<file path="src/rtl/conv_feeder.sv">
// Raster pixel stream to 3-row column feeder for the 3x3 convolver, with result coordinate tagging.
// Define CONV_FEEDER_KLOAD_EN to include the 9-coefficient kernel load phase.
module conv_feeder #(
  parameter int BIT_LEN = 8,
  parameter int IMG_W   = 64,
  parameter int IMG_H   = 64,
  parameter int AW      = $clog2(IMG_W),
  parameter int RW      = $clog2(IMG_H)
) (
  input  logic               CLK100MHZ,
  input  logic               i_reset,
  input  logic               i_start,
  input  logic [BIT_LEN-1:0] i_data,
  input  logic               i_data_valid,
  output logic               o_data_ready,
  output logic [BIT_LEN-1:0] o_dato0,
  output logic [BIT_LEN-1:0] o_dato1,
  output logic [BIT_LEN-1:0] o_dato2,
  output logic               o_selecK_I,
  output logic               o_valid,
  output logic               o_res_valid,
  output logic [RW-1:0]      o_res_row,
  output logic [AW-1:0]      o_res_col,
  output logic               o_busy,
  output logic               o_done
);

  typedef enum logic [1:0] {S_IDLE, S_KLOAD, S_IMG, S_FLUSH} state_t;

  state_t r_state, w_nextState;

  logic [RW-1:0]      r_row;
  logic [AW-1:0]      r_col;
  logic [AW:0]        r_pushK;
  logic [BIT_LEN-1:0] r_dato0, r_dato1, r_dato2;
  logic               r_valid;
  logic               r_resPend;
  logic [RW-1:0]      r_pendRow;
  logic [AW-1:0]      r_pendCol;
  logic               r_res_valid;
  logic [RW-1:0]      r_res_row;
  logic [AW-1:0]      r_res_col;
  logic               r_done;
  logic [BIT_LEN-1:0] r_lb0 [IMG_W];
  logic [BIT_LEN-1:0] r_lb1 [IMG_W];

`ifdef CONV_FEEDER_KLOAD_EN
  logic [3:0]         r_kcnt;
  logic [1:0]         r_kpos;
  logic [BIT_LEN-1:0] r_k0, r_k1;
  logic               r_selecK_I;
  assign o_selecK_I = r_selecK_I;
`else
  assign o_selecK_I = 1'b1;
`endif

  logic          w_accept;
  logic          w_lastCol;
  logic          w_rowLast;
  logic          w_rowGe2;
  logic [AW:0]   w_kMinus3;
  logic [RW-1:0] w_resRow;

  assign o_data_ready = (r_state == S_IMG) || (r_state == S_KLOAD);
  assign w_accept     = i_data_valid && o_data_ready;
  assign w_lastCol    = (r_col == AW'(IMG_W - 1));
  assign w_rowLast    = (r_row == RW'(IMG_H - 1));
  assign w_rowGe2     = (r_row >= RW'(2));
  assign w_kMinus3    = r_pushK - (AW+1)'(3);
  assign w_resRow     = r_row - RW'(2);

  assign o_dato0     = r_dato0;
  assign o_dato1     = r_dato1;
  assign o_dato2     = r_dato2;
  assign o_valid     = r_valid;
  assign o_res_valid = r_res_valid;
  assign o_res_row   = r_res_row;
  assign o_res_col   = r_res_col;
  assign o_busy      = (r_state != S_IDLE);
  assign o_done      = r_done;

  always_ff @(posedge CLK100MHZ) begin
    if (i_reset) r_state <= S_IDLE;
    else         r_state <= w_nextState;
  end

  always_comb begin
    w_nextState = r_state;
    case (r_state)
      S_IDLE: if (i_start) begin
`ifdef CONV_FEEDER_KLOAD_EN
        w_nextState = S_KLOAD;
`else
        w_nextState = S_IMG;
`endif
      end
`ifdef CONV_FEEDER_KLOAD_EN
      S_KLOAD: if (w_accept && r_kcnt == 4'd8) w_nextState = S_IMG;
`endif
      S_IMG:   if (w_accept && w_lastCol && w_rowGe2) w_nextState = S_FLUSH;
      S_FLUSH: w_nextState = w_rowLast ? S_IDLE : S_IMG;
      default: w_nextState = S_IDLE;
    endcase
  end

  // Line buffers shift one row per accepted pixel; old contents are read by the push path first.
  always_ff @(posedge CLK100MHZ) begin
    if (!i_reset && r_state == S_IMG && w_accept) begin
      r_lb0[r_col] <= r_lb1[r_col];
      r_lb1[r_col] <= i_data;
    end
  end

  always_ff @(posedge CLK100MHZ) begin
    if (i_reset) begin
      r_row       <= '0;
      r_col       <= '0;
      r_pushK     <= '0;
      r_dato0     <= '0;
      r_dato1     <= '0;
      r_dato2     <= '0;
      r_valid     <= 1'b0;
      r_resPend   <= 1'b0;
      r_pendRow   <= '0;
      r_pendCol   <= '0;
      r_res_valid <= 1'b0;
      r_res_row   <= '0;
      r_res_col   <= '0;
      r_done      <= 1'b0;
`ifdef CONV_FEEDER_KLOAD_EN
      r_kcnt      <= '0;
      r_kpos      <= '0;
      r_k0        <= '0;
      r_k1        <= '0;
      r_selecK_I  <= 1'b0;
`endif
    end else begin
      r_valid     <= 1'b0;
      r_resPend   <= 1'b0;
      r_done      <= 1'b0;
      r_res_valid <= r_resPend;
      r_res_row   <= r_pendRow;
      r_res_col   <= r_pendCol;
      case (r_state)
        S_IDLE: if (i_start) begin
          r_row   <= '0;
          r_col   <= '0;
          r_pushK <= '0;
`ifdef CONV_FEEDER_KLOAD_EN
          r_kcnt  <= '0;
          r_kpos  <= '0;
`endif
        end
`ifdef CONV_FEEDER_KLOAD_EN
        S_KLOAD: if (w_accept) begin
          r_kcnt <= r_kcnt + 4'd1;
          case (r_kpos)
            2'd0: begin r_k0 <= i_data; r_kpos <= 2'd1; end
            2'd1: begin r_k1 <= i_data; r_kpos <= 2'd2; end
            default: begin
              r_dato0    <= r_k0;
              r_dato1    <= r_k1;
              r_dato2    <= i_data;
              r_selecK_I <= 1'b0;
              r_valid    <= 1'b1;
              r_kpos     <= 2'd0;
            end
          endcase
        end
`endif
        S_IMG: if (w_accept) begin
          if (w_rowGe2) begin
            r_dato0 <= r_lb0[r_col];
            r_dato1 <= r_lb1[r_col];
            r_dato2 <= i_data;
`ifdef CONV_FEEDER_KLOAD_EN
            r_selecK_I <= 1'b1;
`endif
            r_valid <= 1'b1;
            r_pushK <= r_pushK + (AW+1)'(1);
            if (r_pushK >= (AW+1)'(3)) begin
              r_resPend <= 1'b1;
              r_pendRow <= w_resRow;
              r_pendCol <= w_kMinus3[AW-1:0];
            end
          end
          // Output rows advance the row counter in FLUSH so the flush push still sees row r.
          if (w_lastCol) begin
            r_col <= '0;
            if (!w_rowGe2) r_row <= r_row + RW'(1);
          end else begin
            r_col <= r_col + AW'(1);
          end
        end
        S_FLUSH: begin
          r_dato0 <= '0;
          r_dato1 <= '0;
          r_dato2 <= '0;
`ifdef CONV_FEEDER_KLOAD_EN
          r_selecK_I <= 1'b1;
`endif
          r_valid <= 1'b1;
          r_pushK <= '0;
          if (r_pushK >= (AW+1)'(3)) begin
            r_resPend <= 1'b1;
            r_pendRow <= w_resRow;
            r_pendCol <= w_kMinus3[AW-1:0];
          end
          if (w_rowLast) r_done <= 1'b1;
          else           r_row  <= r_row + RW'(1);
        end
        default: ;
      endcase
    end
  end

endmodule
</file>
<file path="config.mk">
export PLATFORM = sky130hd
export DESIGN_NAME = conv_feeder
export DESIGN_NICKNAME = d
export VERILOG_FILES = /design/src/rtl/conv_feeder.sv
export SDC_FILE = /design/constraint.sdc
export NUM_CORES = 1
export LEC_CHECK = 0
export CAP_MARGIN = 0
export CORE_MARGIN = 2
export CORE_UTILIZATION = 30
export CTS_CLUSTER_DIAMETER = 80
export CTS_CLUSTER_SIZE = 25
export DETAILED_ROUTE_END_ITERATION = 6
export PLACE_DENSITY = 0.5
export SLEW_MARGIN = 25
export SYNTH_ARGS = -nofsm -noshare
export SYNTH_HDL_FRONTEND = slang
export SYNTH_SLANG_ARGS = --single-unit
</file>
<file path="constraint.sdc">
create_clock -name CLK100MHZ -period 6.7 [get_ports CLK100MHZ]
set_input_delay 0.67 -clock CLK100MHZ [delete_from_list [all_inputs] [get_ports CLK100MHZ]]
set_output_delay 0.67 -clock CLK100MHZ [all_outputs]
set_load 0.05 [all_outputs]
</file>
# Yosys cells after proc, flatten, opt, wreduce, memory -nomap -nowiden
# Memory sizes are Yosys's and may differ from the RTL's. A register that Yosys moved wholly into a read port is not among the register bits.
# Index checks and enable logic that the tools add are counted.
# W data, S select, Z words.
# totals
reg_bits	73
mem_bits_rw	1024
input_bits	12
output_inout_bits	42
word_cells	103
mem_count	2
# classes
add_sub_neg	5
n_lt_le_gt_ge	2
n_eq_ne	12
n_mux	48
bitwise_logic	1
reduce_logical	18
# mem_list
memory	words	width	read_ports	rd_ports_with_merged_regs	write_ports	line_no	text
r_lb0	64	8	1	1	1	44	logic [BIT_LEN-1:0] r_lb0 [IMG_W];
r_lb1	64	8	1	1	1	45	logic [BIT_LEN-1:0] r_lb1 [IMG_W];
# ops
op	n
$mux W6	17
$mux W8	6
$pmux W8 S2	3
$pmux W6 S2	3
$mux W7	3
$pmux W7 S3	1
$pmux W6 S3	1
$add A6 B1 Y6 const B	2
$eq A6 B6 Y1 const B	2
$ne A2 B2 Y1 const B	6
$sub A6 B2 Y6 const B	2
$mux W1	8
$add A7 B1 Y7 const B	1
$ge A7 B2 Y1 const B	1
$ge A6 B2 Y1 const B	1
$mux W2	3
$pmux W2 S3	1
$reduce_and A3 Y1	2
$reduce_and A6 Y1	1
$reduce_bool A2 Y1	3
$logic_and A1 B1 Y1	5
$eq A2 B2 Y1 const B	2
$pmux W1 S2	2
$reduce_and A4 Y1	1
9 further kinds	9

# Longest topological paths before layout
# logic_depth
depth_word	7
depth_mapped	10
mapped_depth_nobuf	7

# Worst setup path before layout
# OpenSTA, ideal clock, no wires.
# synth_path
path_type	reg2reg
start	register with a tool-made name
end	memory r_lb0[0][0] (data pin)
setup_ps	356
arrival_time_ps	2553
required_ps	6344
setup_slack_ps	3791
stages_incl_launch_ff	9
path_buffers	4
synth_period_minus_slack_ps	2909
path_cell_list	dfxtp_1 -> buf_6 -> buf_8 -> buf_12 -> buf_6 -> nand2_1 -> a32o_1 -> or4_1 -> nand2_1
# synth_lines
element	line_no
end, declared	44

==> impl_summary.txt <==
----------------------------------------------------
[Run]
  Max capacitance violation total ... 0

[Pwr]
  Share of total power consumed by net switching ... 0.222
  Cell internal pwr ... 9.58 mW
  Ratio of total power to cell area ... 260 mW/mm2
  Portion of total power attributed to the clock network ... 0.317
  Comb power frac ... 0.065
  Largest vdd supply drop ... 0.000189 V
  Sequential power share ... 0.618
  Leakage Power ... 13.9 nW
  Net switching power ... 2.73 mW

[Setup path]
  Arrival time of data at the critical path endpoint ... 4.93 ns
  Critical Path Fanout Max ... 54
  Type of destination of the critical path ... register
  Worst setup path category ... register to register
  WP data required ... 7.14 ns
  Cell repeated most along the worst path ... buf_4
  Highest-delay cell along the critical path ... dfxtp_4
  Startpoint kind of the worst setup timing path ... register
  Cell-by-cell trace of the critical path ... buf_4, mux2i_1, a22o_1, o21ai_0, nand4_1, nand2_2, buf_4
  Critical Path Max Stage Delay ... 0.91 ns

[Drt]
  Vias per Instance ... 5.05
  Residual DRC count ... 0
  Starting DRT DRC Count ... 1949
  Remaining antenna violation count after routing ... 0
  Wire per inst ... 26.3 um
  Via Count ... 21014
  Routed wire length ... 110000 um
  DR pass1 iterations ... 5

[Place]
  Dpl hpwl ... 65000 um
  Routability Congestion ... 0.827
  Number of buffers added on ports ... 52

[Clocking]
  Worst-path clk slew ... 0.10 ns
  Cell chosen for the clock root ... clkbuf_16
  Clock tree from TritonCTS ... built
  TritonCTS Sinks ... 1103
  Number of gates resized after cts ... 0
  Hold buffers post-CTS ... 0
  Clock tree buffer depth ... 3
  Cts bufs inserted ... 54
  Htree depth ... 2
  Setup Fix Bufs, Post-CTS ... 0
  Clock latency on the worst-skew pair ... 0.70 ns

[STA]
  FMAX ... 223 MHz
  Post-Route Setup TNS ... 0 ns
  Worst max-slew margin expressed relative to the limit ... 0.317
  Number of max-slew violations in the final report ... 0
  Setup repair after global routing missed its margin ... no
  Clock period minus worst slack ... 4.49 ns
  Count of endpoints failing setup in the final report ... 0
  Final Hold Viols ... 0
  Pin slew with the least headroom to its limit ... 1.02 ns
  Share of the clock period used by the worst path ... 0.670
  Clock tree skew after final layout ... 0.0556 ns

[Finish]
  Net count, final ... 2257
  Proportion of layout cells with a drive suffix above 1 ... 0.196
  Final core utilization ... 0.335
  Area growth syn-to-layout ... 11.1%
  Number of antenna cells inserted ... 0

[Global routing]
  Antenna violations before repair ... 2
  Met1 track utilization from global routing ... 0.206
  GRT Resource Usage Total ... 0.149
  Global-route congestion overflow total ... 0
  Met2 GRT Util ... 0.241
  Number of global-route vias before repair ... 21379
  Met3 track demand over resource in global routing ... 0.0344
  Most congested layer reported by global routing ... met2
  Maximum number of pins on one net before global-route repair ... 75
  Wire length of the first global-routing pass ... 157000 um

[Floorplanning]
  Die extent in y ... 381 um
  Starting utilization of the core area ... 0.302
  Total number of placement rows ... 138
  Area enclosed by the die boundary ... 0.145 mm2
  Boundary Pins ... 54
  Chip Width ... 381 um
  Floorplan Core Area ... 0.141 mm2

[Synth]
  Count of unique library cells instantiated by Yosys ... 65
  Cell taking the most area after synthesis ... edfxtp_1
  Syn nets ... 2176
  Part of the Yosys area used for sequential elements ... 0.758
  Most repeated cell in the gate-level netlist after synthesis ... edfxtp_1
  Most area-consuming cells after synthesis ... edfxtp_1 72%, mux4_2 12%, dfxtp_1 3.7%
  Area fraction of the dominant cell type after synthesis ... 0.721
  Synthesized instance count ... 2154
  Post-synthesis instance area ... 0.0427 mm2
  Number of enable flip-flop cells after synthesis ... 1024
  Total of warnings raised by yosys ... 0
  Most common flop cell mapped by yosys ... edfxtp_1
  Number of storage elements in the synthesis netlist ... 1103
  FFs w/ async S/R, synth ... 0
  Average footprint of a synthesized cell ... 19.8 um2
  Cell types with the highest counts after synthesis ... 1024 x edfxtp_1, 226 x mux4_2, 105 x nor2_1

[Min path]
  Worst Hold Launch ... r_pendRow[2]$_SDFFE_PP0P_
  Class of the tightest hold or removal check ... register to register

[Status]
  Status ... complete, no violations

----------------------------------------------------
power groups by stage:
stage | clock network, mW | logic, mW | registers [mW]
2_1_floorplan | 0 | 0.539 | 7.76
3_3_place_gp | 0 | 0.760 | 7.78
3_5_place_dp | 0 | 0.780 | 7.78
4_1_cts | 4.02 | 0.782 | 7.62
5_1_grt | 4.25 | 0.860 | 7.61
6_report | 3.90 | 0.796 | 7.60
cell usage in the layout (no fill, tap or decap), drive strengths merged, types with 23 or more instances in the layout:
cell and count:
a21oi 32, a221oi 24, a22oi 47, buf 103, clkbuf 75, clkdlybuf4s50 44
dfxtp 79, edfxtp 1024, inv 25, mux2i 79, mux4 226, nand2 101
nor2 105, nor2b 23, o21ai 38
final timing paths:
path         cells after the start  slack (ns)                       to
max reg2reg                      7        2.21   r_lb0[16][5]$_DFFE_PP_
max                              7        2.21   r_lb0[16][5]$_DFFE_PP_
min                              2        0.45  o_res_row[2]$_SDFF_PP0_
min reg2reg                      2        0.45  o_res_row[2]$_SDFF_PP0_
logic make-up (layout without fill, tap and decap cells):
logic type,Yosys count,in the layout,synth area share
other,1,1,0.0000879
AND/OR/NAND/NOR,327,327,0.0366
XOR/XNOR,9,9,0.00185
multiplexers,321,321,0.142
buffers and inverters,143,260,0.0178
adder cells (fa/ha/maj),10,10,0.00293
flip-flops,1103,1103,0.758
AO/OA/AOI/OAI,240,240,0.0410
flip-flops by register name (all words and copies together) (netlist names), named ones only:
name,flops
r_lb0,512
r_lb1,512
o_dato0,8
o_dato1,8
o_dato2,8
r_pushK,7
o_res_col,6
o_res_row,6
r_col,6
r_pendCol,6
r_pendRow,6
r_row,6
r_state,2
o_done,1
o_res_valid,1
o_valid,1
r_resPend,1
cell type report:
class                      instances  area (um2)
clock buffer                      75        1520
tap                             1890        2360
clock inverter                    17         213
fill                           13229       94000
multi-input combinational        908        9640
timing repair buffer             147        1260
sequential                      1103       32300
inverter                          21        78.8
stage by stage:
| stage | instance area (um2) | instances | total power, mW | hold WS (ns) | setup WS, ns |
|---|---|---|---|---|---|
| 2_1_floorplan | 42700 | 2154 | 8.29 | 0.404 | 3.79 |
| 3_3_place_gp | 45600 | 4068 | 8.54 | 0.418 | 2.35 |
| 3_5_place_dp | 45600 | 4068 | 8.56 | 0.423 | 2.27 |
| 4_1_cts | 47400 | 4160 | 12.4 | 0.451 | 2.24 |
| 5_1_grt | 47400 | 4161 | 12.7 | 0.480 | 2.00 |
| 6_report | 47400 | 4161 | 12.3 | 0.454 | 2.21 |
per-layer routing:
metal  vias up  share of wire
met2       673           0.47
met3        81          0.071
met1     11326           0.44
met5         -         0.0016
met4         2          0.016
li1       8932              -
worst max-delay path: cells and delay by family, from the launching register on:
family          cells  cell delay, ns
compound gates      2            0.53
simple gates        2            1.21
mux                 1            0.19
buf+inv             2            1.26
flops               1            0.91
No activity file was read; power rests on OpenSTA's default activity.
